===== src/rtl/minisrc_pkg.sv =====
// Shared definitions for the Mini SRC control unit: opcodes, ALU codes,
// sequencer state encoding and opcode classes.
package minisrc_pkg;

  localparam int OPW = 5;

  localparam logic [OPW-1:0] OP_LD   = 5'b00000;
  localparam logic [OPW-1:0] OP_LDI  = 5'b00001;
  localparam logic [OPW-1:0] OP_ST   = 5'b00010;
  localparam logic [OPW-1:0] OP_ADD  = 5'b00011;
  localparam logic [OPW-1:0] OP_SHL  = 5'b01011;
  localparam logic [OPW-1:0] OP_ADDI = 5'b01100;
  localparam logic [OPW-1:0] OP_ANDI = 5'b01101;
  localparam logic [OPW-1:0] OP_ORI  = 5'b01110;
  localparam logic [OPW-1:0] OP_DIV  = 5'b01111;
  localparam logic [OPW-1:0] OP_MUL  = 5'b10000;
  localparam logic [OPW-1:0] OP_NEG  = 5'b10001;
  localparam logic [OPW-1:0] OP_NOT  = 5'b10010;
  localparam logic [OPW-1:0] OP_BR   = 5'b10011;
  localparam logic [OPW-1:0] OP_JR   = 5'b10100;
  localparam logic [OPW-1:0] OP_JAL  = 5'b10101;
  localparam logic [OPW-1:0] OP_IN   = 5'b10110;
  localparam logic [OPW-1:0] OP_OUT  = 5'b10111;
  localparam logic [OPW-1:0] OP_MFHI = 5'b11000;
  localparam logic [OPW-1:0] OP_MFLO = 5'b11001;
  localparam logic [OPW-1:0] OP_NOP  = 5'b11010;
  localparam logic [OPW-1:0] OP_HALT = 5'b11011;

  localparam logic [4:0] ALU_ADD = 5'b00011;
  localparam logic [4:0] ALU_AND = 5'b00101;
  localparam logic [4:0] ALU_OR  = 5'b00110;

  typedef enum logic [3:0] {
    ST_RESET, ST_T0, ST_T1, ST_T2, ST_T3, ST_T4, ST_T5, ST_T6, ST_T7,
    ST_PAUSE, ST_HALT
  } state_e;

  typedef enum logic [3:0] {
    CLS_LD, CLS_LDI, CLS_ST, CLS_RALU, CLS_IMM, CLS_MULDIV, CLS_UNARY,
    CLS_BR, CLS_JR, CLS_IN, CLS_OUT, CLS_MFHI, CLS_MFLO, CLS_NOP, CLS_HALT
  } op_class_e;

endpackage


===== src/rtl/minisrc_op_class.sv =====
// Combinational opcode-to-class decode; reserved opcodes fall into NOP.
module minisrc_op_class
  import minisrc_pkg::*;
(
  input  logic [OPW-1:0] opcode,
  output op_class_e      op_class
);

  // Map each opcode (or opcode range) to the execute sequence it follows
  always_comb begin
    op_class = CLS_NOP;
    case (opcode) inside
      OP_LD:                 op_class = CLS_LD;
      OP_LDI:                op_class = CLS_LDI;
      OP_ST:                 op_class = CLS_ST;
      [OP_ADD:OP_SHL]:       op_class = CLS_RALU;
      [OP_ADDI:OP_ORI]:      op_class = CLS_IMM;
      OP_DIV, OP_MUL:        op_class = CLS_MULDIV;
      OP_NEG, OP_NOT:        op_class = CLS_UNARY;
      OP_BR:                 op_class = CLS_BR;
      OP_JR:                 op_class = CLS_JR;
      OP_IN:                 op_class = CLS_IN;
      OP_OUT:                op_class = CLS_OUT;
      OP_MFHI:               op_class = CLS_MFHI;
      OP_MFLO:               op_class = CLS_MFLO;
      OP_HALT:               op_class = CLS_HALT;
      default:               op_class = CLS_NOP;
    endcase
  end

endmodule


===== src/rtl/minisrc_control_unit.sv =====
// Hardwired control sequencer for the Mini SRC: fetch in T0-T2, then an
// opcode-dependent execute sequence in T3-T7, one step per clock.
module minisrc_control_unit
  import minisrc_pkg::*;
(
  input  logic        clk,
  input  logic        clr,
  input  logic        Stop,
  input  logic [31:0] IR_Data,
  input  logic        CON_out,
  output logic        Run,
  output logic        PC_in, IR_in, Y_in, Z_in, HI_in, LO_in,
  output logic        MAR_in, MDR_in, OutPort_in, IncPC,
  output logic        PC_out, Zhigh_out, Zlow_out, HI_out, LO_out,
  output logic        MDR_out, InPort_out, C_out,
  output logic        Read, Write,
  output logic        Gra, Grb, Grc, Rin, Rout, BAout,
  output logic [4:0]  alu_instruction_bits
);

  state_e         state_q, state_d;
  logic           con_q, con_d;
  logic           last_step;
  logic [OPW-1:0] opcode;
  logic [4:0]     imm_alu;
  op_class_e      op_class;
  logic           unused_ir_bits;

  assign opcode         = IR_Data[31:27];
  assign unused_ir_bits = ^IR_Data[26:0];

  minisrc_op_class u_op_class (
    .opcode   (opcode),
    .op_class (op_class)
  );

  // Immediate ops reuse the ALU code of their register-form counterpart
  always_comb begin
    imm_alu = ALU_ADD;
    case (opcode)
      OP_ANDI: imm_alu = ALU_AND;
      OP_ORI:  imm_alu = ALU_OR;
      default: imm_alu = ALU_ADD;
    endcase
  end

  // State register and branch-condition latch; clr abandons any instruction
  always_ff @(posedge clk) begin
    if (clr) begin
      state_q <= ST_RESET;
      con_q   <= 1'b0;
    end else begin
      state_q <= state_d;
      con_q   <= con_d;
    end
  end

  // Next-state and strobe decode from the registered state and opcode class
  always_comb begin
    state_d = state_q;
    con_d = con_q;
    last_step = 1'b0;
    Run = (state_q != ST_PAUSE) && (state_q != ST_HALT);
    PC_in = 1'b0; IR_in = 1'b0; Y_in = 1'b0; Z_in = 1'b0;
    HI_in = 1'b0; LO_in = 1'b0; MAR_in = 1'b0; MDR_in = 1'b0;
    OutPort_in = 1'b0; IncPC = 1'b0;
    PC_out = 1'b0; Zhigh_out = 1'b0; Zlow_out = 1'b0; HI_out = 1'b0;
    LO_out = 1'b0; MDR_out = 1'b0; InPort_out = 1'b0; C_out = 1'b0;
    Read = 1'b0; Write = 1'b0;
    Gra = 1'b0; Grb = 1'b0; Grc = 1'b0; Rin = 1'b0; Rout = 1'b0; BAout = 1'b0;
    alu_instruction_bits = 5'b00000;

    case (state_q)
      ST_RESET: state_d = ST_T0;
      ST_T0: begin
        PC_out = 1'b1; MAR_in = 1'b1; IncPC = 1'b1; Z_in = 1'b1;
        state_d = ST_T1;
      end
      ST_T1: begin
        Zlow_out = 1'b1; PC_in = 1'b1; Read = 1'b1; MDR_in = 1'b1;
        state_d = ST_T2;
      end
      ST_T2: begin
        MDR_out = 1'b1; IR_in = 1'b1;
        state_d = ST_T3;
      end
      ST_T3: begin
        state_d = ST_T4;
        case (op_class)
          CLS_LD, CLS_LDI, CLS_ST: begin Grb = 1'b1; BAout = 1'b1; Y_in = 1'b1; end
          CLS_RALU, CLS_IMM:       begin Grb = 1'b1; Rout = 1'b1; Y_in = 1'b1; end
          CLS_MULDIV:              begin Gra = 1'b1; Rout = 1'b1; Y_in = 1'b1; end
          CLS_UNARY: begin
            Grb = 1'b1; Rout = 1'b1; Z_in = 1'b1; alu_instruction_bits = opcode;
          end
          CLS_BR:   begin Gra = 1'b1; Rout = 1'b1; con_d = CON_out; end
          CLS_JR:   begin Gra = 1'b1; Rout = 1'b1; PC_in = 1'b1; last_step = 1'b1; end
          CLS_IN:   begin InPort_out = 1'b1; Gra = 1'b1; Rin = 1'b1; last_step = 1'b1; end
          CLS_OUT:  begin Gra = 1'b1; Rout = 1'b1; OutPort_in = 1'b1; last_step = 1'b1; end
          CLS_MFHI: begin HI_out = 1'b1; Gra = 1'b1; Rin = 1'b1; last_step = 1'b1; end
          CLS_MFLO: begin LO_out = 1'b1; Gra = 1'b1; Rin = 1'b1; last_step = 1'b1; end
          CLS_HALT: state_d = ST_HALT;
          default:  last_step = 1'b1;
        endcase
      end
      ST_T4: begin
        state_d = ST_T5;
        case (op_class)
          CLS_LD, CLS_LDI, CLS_ST: begin
            C_out = 1'b1; Z_in = 1'b1; alu_instruction_bits = ALU_ADD;
          end
          CLS_RALU, CLS_MULDIV: begin
            Grc = (op_class == CLS_RALU); Grb = (op_class == CLS_MULDIV);
            Rout = 1'b1; Z_in = 1'b1; alu_instruction_bits = opcode;
          end
          CLS_IMM:   begin C_out = 1'b1; Z_in = 1'b1; alu_instruction_bits = imm_alu; end
          CLS_UNARY: begin Zlow_out = 1'b1; Gra = 1'b1; Rin = 1'b1; last_step = 1'b1; end
          CLS_BR:    begin PC_out = 1'b1; Y_in = 1'b1; end
          default:   last_step = 1'b1;
        endcase
      end
      ST_T5: begin
        state_d = ST_T6;
        case (op_class)
          CLS_LD, CLS_ST:             begin Zlow_out = 1'b1; MAR_in = 1'b1; end
          CLS_LDI, CLS_RALU, CLS_IMM: begin
            Zlow_out = 1'b1; Gra = 1'b1; Rin = 1'b1; last_step = 1'b1;
          end
          CLS_MULDIV: begin Zlow_out = 1'b1; LO_in = 1'b1; end
          CLS_BR: begin
            C_out = 1'b1; Z_in = 1'b1; alu_instruction_bits = ALU_ADD;
          end
          default: last_step = 1'b1;
        endcase
      end
      ST_T6: begin
        state_d = ST_T7;
        case (op_class)
          CLS_LD:     begin Read = 1'b1; MDR_in = 1'b1; end
          CLS_ST:     begin Gra = 1'b1; Rout = 1'b1; MDR_in = 1'b1; end
          CLS_MULDIV: begin Zhigh_out = 1'b1; HI_in = 1'b1; last_step = 1'b1; end
          CLS_BR:     begin Zlow_out = 1'b1; PC_in = con_q; last_step = 1'b1; end
          default:    last_step = 1'b1;
        endcase
      end
      ST_T7: begin
        last_step = 1'b1;
        case (op_class)
          CLS_LD:  begin MDR_out = 1'b1; Gra = 1'b1; Rin = 1'b1; end
          CLS_ST:  Write = 1'b1;
          default: ;
        endcase
      end
      ST_PAUSE: if (!Stop) state_d = ST_T0;
      ST_HALT:  state_d = ST_HALT;
      default:  state_d = ST_RESET;
    endcase

    if (last_step) state_d = Stop ? ST_PAUSE : ST_T0;
  end

endmodule


===== config.mk =====
export PLATFORM = sky130hd
export DESIGN_NAME = minisrc_control_unit
export DESIGN_NICKNAME = d
export VERILOG_FILES = /design/src/rtl/minisrc_pkg.sv /design/src/rtl/minisrc_op_class.sv /design/src/rtl/minisrc_control_unit.sv
export SDC_FILE = /design/constraint.sdc
export NUM_CORES = 1
export LEC_CHECK = 0
export ABC_AREA = 1
export CAP_MARGIN = 20
export CORE_ASPECT_RATIO = 0.5
export CORE_MARGIN = 2
export CORE_UTILIZATION = 33
export DETAILED_ROUTE_END_ITERATION = 7
export GPL_ROUTABILITY_DRIVEN = 0
export GPL_TIMING_DRIVEN = 0
export PLACE_DENSITY = 0.77
export SETUP_SLACK_MARGIN = 0.15
export SYNTH_ARGS = -nofsm -noshare
export SYNTH_HDL_FRONTEND = slang
export SYNTH_SLANG_ARGS = --single-unit

===== constraint.sdc =====
create_clock -name clk -period 1.6 [get_ports clk]
set_input_delay 0.32 -clock clk [delete_from_list [all_inputs] [get_ports clk]]
set_output_delay 0.32 -clock clk [all_outputs]
set_load 0.005 [all_outputs]

==> out/metrics.csv, run 1 <==
stage;metric;value;unit
die;I/O pins;68;
sta;grt repair worst endpoint;LO_out;
synth;Post-synth top cells;nand2_1, nor2_1, inv_1;
synth;Yosys warnings;0;
synth;Synth Cell Area;1071;µm²
synth;Post-synth EDFFs;0;
synth;Async SR Flop Fraction;0;%
cts;Bufs on Longest Clock Path;2;
cts;Root Buffer;clkbuf_8;
synth;Top FF cell, synth;dfxtp_1;
cts;CTS hold repair buffers;0;
global_routing;largest net degree at the start of global routing;9;
die;FP Rows;14;
run_status;Err;[ERROR GRT-0232] Routing congestion too high. Check the congestion heatmap in the GUI.;
sta;Worst-path end type;top-level output;
synth;area share of the largest cell type after synthesis;17.87;%
global_routing;All-Layer GR Usage;70.37;%
cts;H-tree levels;1;
synth;sequential fraction of the synthesis area;9.346;%
run_status;status;did not finish;
synth;Mapped Nets;249;
synth;Synth area leaders;nand2_1, nor2_1, inv_1, nand3_1, dfxtp_1;
synth;syn_area_per_cell;5.028;µm²
run_status;stage reached;5_1_grt;
placed_design;Placed Area;1568;µm²
synth;post-synth top area cell;nand2_1;
die;width of the die;84.57;µm
cts;CTS sink cnt;5;
synth;leading cell type by number of instances after synthesis;nand2_1;
synth;#FFs+latches synth;5;
die;die height;44.29;µm
global_routing;gr ovfl total;28;
placed_design;pre-CTS WS;-1.177;ns
placed_design;hpwl dp;2.987;mm
synth;library cells used by synthesis;30;
cts;TritonCTS buffer count;3;
synth;Synth Instances;213;
die;Initial Utilization;35.14;%
placed_design;I/O Buffers;38;
## kinds of logic after synthesis
family	count (synthesis)	share of synthesized area [%]
AND/OR/NAND/NOR	139	59.70
buffers and inverters	43	16.12
AO/OA/AOI/OAI	26	14.84
flip-flops	5	9.346
## what timing repair did
item / 4_1_cts
setup endpoints to repair: 37
cloned: 1
hold endpoints to repair: 0
resized for setup: 281
buffers inserted: 69
pin swaps: 55
## metrics by stage
stage	instances	hold slack, ns	setup TNS, ns
after floorplan	213	0.3891	-0.04119
after global placement	291	0.4741	-29.95
after detailed placement	291	0.4778	-31.13
after CTS	365	0.4861	-4.061
## layer usage
metal	GRT usage, %	GRT overflow
met2	90.24	16
met5	18.18	0
met4	81.27	11
met3	47.20	1
met1	70.81	0
==> run 2, diff against run 1 <==
Settings changed: CORE_AREA set to 2 2 63 65, CORE_ASPECT_RATIO 0.5 to unset, CORE_MARGIN 2 to unset, CORE_UTILIZATION 33 to unset, DIE_AREA set to 0 0 65 67, PLACE_DENSITY 0.77 to unset, PLACE_DENSITY_LB_ADDON set to 0.15, SETUP_SLACK_MARGIN 0.15 to unset.
Clock period 1.6 ns to 2.1 ns, I/O delays scaled along.
==> run 2 against run 1 <==
Compared with the run above: the flow now finishes, with violations (negative setup slack); area after synthesis unchanged; synthesized cell count unchanged.
==> out/metrics.csv, run 2 <==
stage;metric;value;unit;change
global_routing;vias in the first global route;1650;;
drt;DR WL/cell;14.45;µm;
power;Pwr Density;579.2;nW/µm²;
layout;# diodes;0;;
global_routing;initial antenna violation count;0;;
setup_path;WP data required;1.68;ns;
synth;Synth area leaders;nand2_1, nor2_1, inv_1, nand3_1, dfxtp_1;;unchanged
synth;Synth Instances;213;;unchanged
drt;Vias/cell;5.266;;
synth;Top FF cell, synth;dfxtp_1;;unchanged
drt;number of remaining DRC errors;0;;
layout;Area Overhead vs Synth;105.1;%;
synth;Synth Cell Area;1071;µm²;unchanged
synth;area share of the largest cell type after synthesis;17.87;%;unchanged
setup_path;worst-path cell chain;buf_12 -> nor2_4 -> buf_4 -> buf_4 -> nand3_4 -> nor2_1 -> clkdlybuf4s50_1;;
layout;Post-Layout Cell Count;346;;
sta;part of the cycle the worst path needs;103.8;%;
sta;Hold Vio Cnt, Final;0;;
layout;commonest non-fill, non-tap cells in the layout;nand2_1, buf_4, nor2_1, inv_1, inv_2;;
cts;CTS hold repair buffers;0;;unchanged
global_routing;first-pass GRT wire length;7.562;mm;
sta;fin crit period;2.180;ns;
synth;Post-synth top cells;nand2_1, nor2_1, inv_1;;unchanged
synth;Post-synth EDFFs;0;;unchanged
drt;remaining antenna violation count after routing;0;;
setup_path;CP top delay family;buffers and inverters;;
sta;Fmax;458.7;MHz;
die;die height;67;µm;was 44.29 µm
power;Clk pwr share;14.1;%;
power;Lkg Pwr;1.173;nW;
sta;WHS;0.4855;ns;
synth;#FFs+latches synth;5;;unchanged
sta;worst clock skew;0.001440;ns;
setup_path;reg2reg start;state_q[0];;
sta;RSZ-0062 raised after global routing;yes;;
die;width of the die;65;µm;was 84.57 µm
power;Switch Pwr;0.6006;mW;
layout;Reg with most FFs;state_q;;
power;sw frac;47.19;%;
cts;TritonCTS clock tree;done;;
power;share of power burned in registers;13.7;%;
cts;CTS sink cnt;5;;unchanged
drt;DRT Pass-1 Iters;4;;
die;FP Rows;22;;was 14
synth;post-synth top area cell;nand2_1;;unchanged
setup_path;Worst EP arrival;1.76;ns;
drt;Detailed Route WL;5.001;mm;
setup_path;Crit-path slowest cell;clkdlybuf4s50_1;;
power;Comb power frac;72.2;%;
global_routing;largest net degree at the start of global routing;11;;
hold_path;Tightest Hold Check Type;reg2reg;;
drt;Initial DRC Count;98;;
sta;final setup TNS;-0.09660;ns;
setup_path;Reg2Reg Depth;12;;
synth;syn_area_per_cell;5.028;µm²;unchanged
cts;Worst-path clk slew;0.04;ns;
layout;biggest regs;state_q (4), con_q (1);;
setup_path;Worst Path Buf+Inv;4;;
run_status;failing checks;negative setup slack;;
drt;vias;1822;;
sta;Final Setup Violations;3;;
cts;Root Buffer;clkbuf_8;;unchanged
setup_path;CP startpoint;IR_Data[30];;
synth;Async SR Flop Fraction;0;%;unchanged
synth;leading cell type by number of instances after synthesis;nand2_1;;unchanged
sta;max-slew violations;0;;
die;die area;4355;µm²;
setup_path;crit start category;input pin;;
sta;Slew @ Worst Pin;0.2835;ns;
hold_path;hold depth;2;;
cts;TritonCTS buffer count;3;;unchanged
cts;Bufs on Longest Clock Path;2;;unchanged
run_status;status;finished, violations left;;was did not finish
placed_design;Placed Area;1511;µm²;was 1568 µm²
setup_path;Most common cell on crit path;buf_4;;
layout;fin area;2197;µm²;
layout;max FFs per register;4;;
layout;layout cell share with drive strength beyond 1;48.66;%;
cts;clk_lat worst skew;0.22;ns;
sta;slew margin rel.;81.05;%;
placed_design;placed cells;299;;was 291
setup_path;largest stage delay on the critical path;0.51;ns;
layout;most common cell after layout, fill and taps aside;nand2_1;;
sta;Final WS setup;-0.08029;ns;
die;I/O pins;68;;unchanged
die;Initial Utilization;29.70;%;was 35.14%
power;cell-internal power;0.6720;mW;
setup_path;CP max FO;6;;
global_routing;gr ovfl total;0;;
power;Tot Pwr;1.273;mW;
global_routing;All-Layer GR Usage;22.12;%;
layout;fillers;317;;
layout;# nets final;335;;
setup_path;crit path capture type;output port;;
synth;sequential fraction of the synthesis area;9.346;%;unchanged
synth;library cells used by synthesis;30;;unchanged
synth;Mapped Nets;249;;unchanged
synth;Yosys warnings;0;;unchanged
placed_design;hpwl dp;2.973;mm;was 2.987 mm
power;Peak VDD IR;259.5;µV;
placed_design;I/O Buffers;38;;unchanged
setup_path;number of cells on the critical path;7;;
hold_path;hold_sp;con_q;;
flow_run;max-cap violations;0;;
setup_path;Worst Setup Path Type;in2out;;
cts;H-tree levels;1;;unchanged
die;core area;3606;µm²;
-- run 2: cell counts after synthesis --
No cell type changed its count.
-- run 2: final timing paths --
path	end	slack, ns
setup / recovery	Write	-0.08
hold / removal	con_q	0.49
setup reg to reg	state_q[3]	0.54
hold reg to reg	con_q	0.49
-- run 2: metrics by stage --
stage,setup slack (ns),util [%]
floorplan,0.2554,-
global placement,-0.8943,41.92
detailed placement,-0.8848,41.92
CTS,-0.1112,53.71
global route,-0.1360,60.93
finish,-0.08029,60.93
-- run 2: layout make-up --
cell class                 instances  area (µm²)  area share (%)
clock buffer                       4       45.04           2.050
buffer                             5       56.30           2.563
inverter                          38       156.4           7.118
sequential                         5       105.1           4.784
timing repair buffer              80       696.9           31.72
tap                               48       60.06           2.733
multi-input combinational        166        1077           49.03
-- run 2: what timing repair did --
action	4_1_cts	5_1_grt
gates resized for setup	133	66
pin swaps	23	24
cloned	2	0
buffers inserted	24	18
endpoints found under the setup margin	29	22
-- run 2: logic make-up (layout without fill, tap and decap cells) --
group | count (synthesis) | after routing | synth area share (%)
AND/OR/NAND/NOR | 139 | 140 | 59.70
buffers and inverters | 43 | 127 | 16.12
flip-flops | 5 | 5 | 9.346
AO/OA/AOI/OAI | 26 | 26 | 14.84
-- run 2: metal layers --
layer	global-route usage (%)	wire, µm	up-vias	part of all wire [%]
li1	-	-	864	-
met1	29.03	2037	838	41
met2	36.98	2448	111	49
met3	3.885	448	9	9.0
met4	6.117	66	0	1.3
met5	0	0	-	0
-- run 2: power by group through the flow --
stage               logic [mW]  registers [mW]  clock network, mW
floorplan                0.377           0.149                  0
global placement         0.694           0.154                  0
detailed placement       0.690           0.155                  0
CTS                      0.793           0.168              0.182
global route             0.998           0.178              0.191
finish                   0.919           0.174              0.179
-- run 2: tightest hold or removal path, stage by stage (launching register included) --
cell	delay [ns]
dfxtp_1	0.30
o21ai_0	0.07
a21oi_1	0.06
Power figures use the tool's default switching activity.
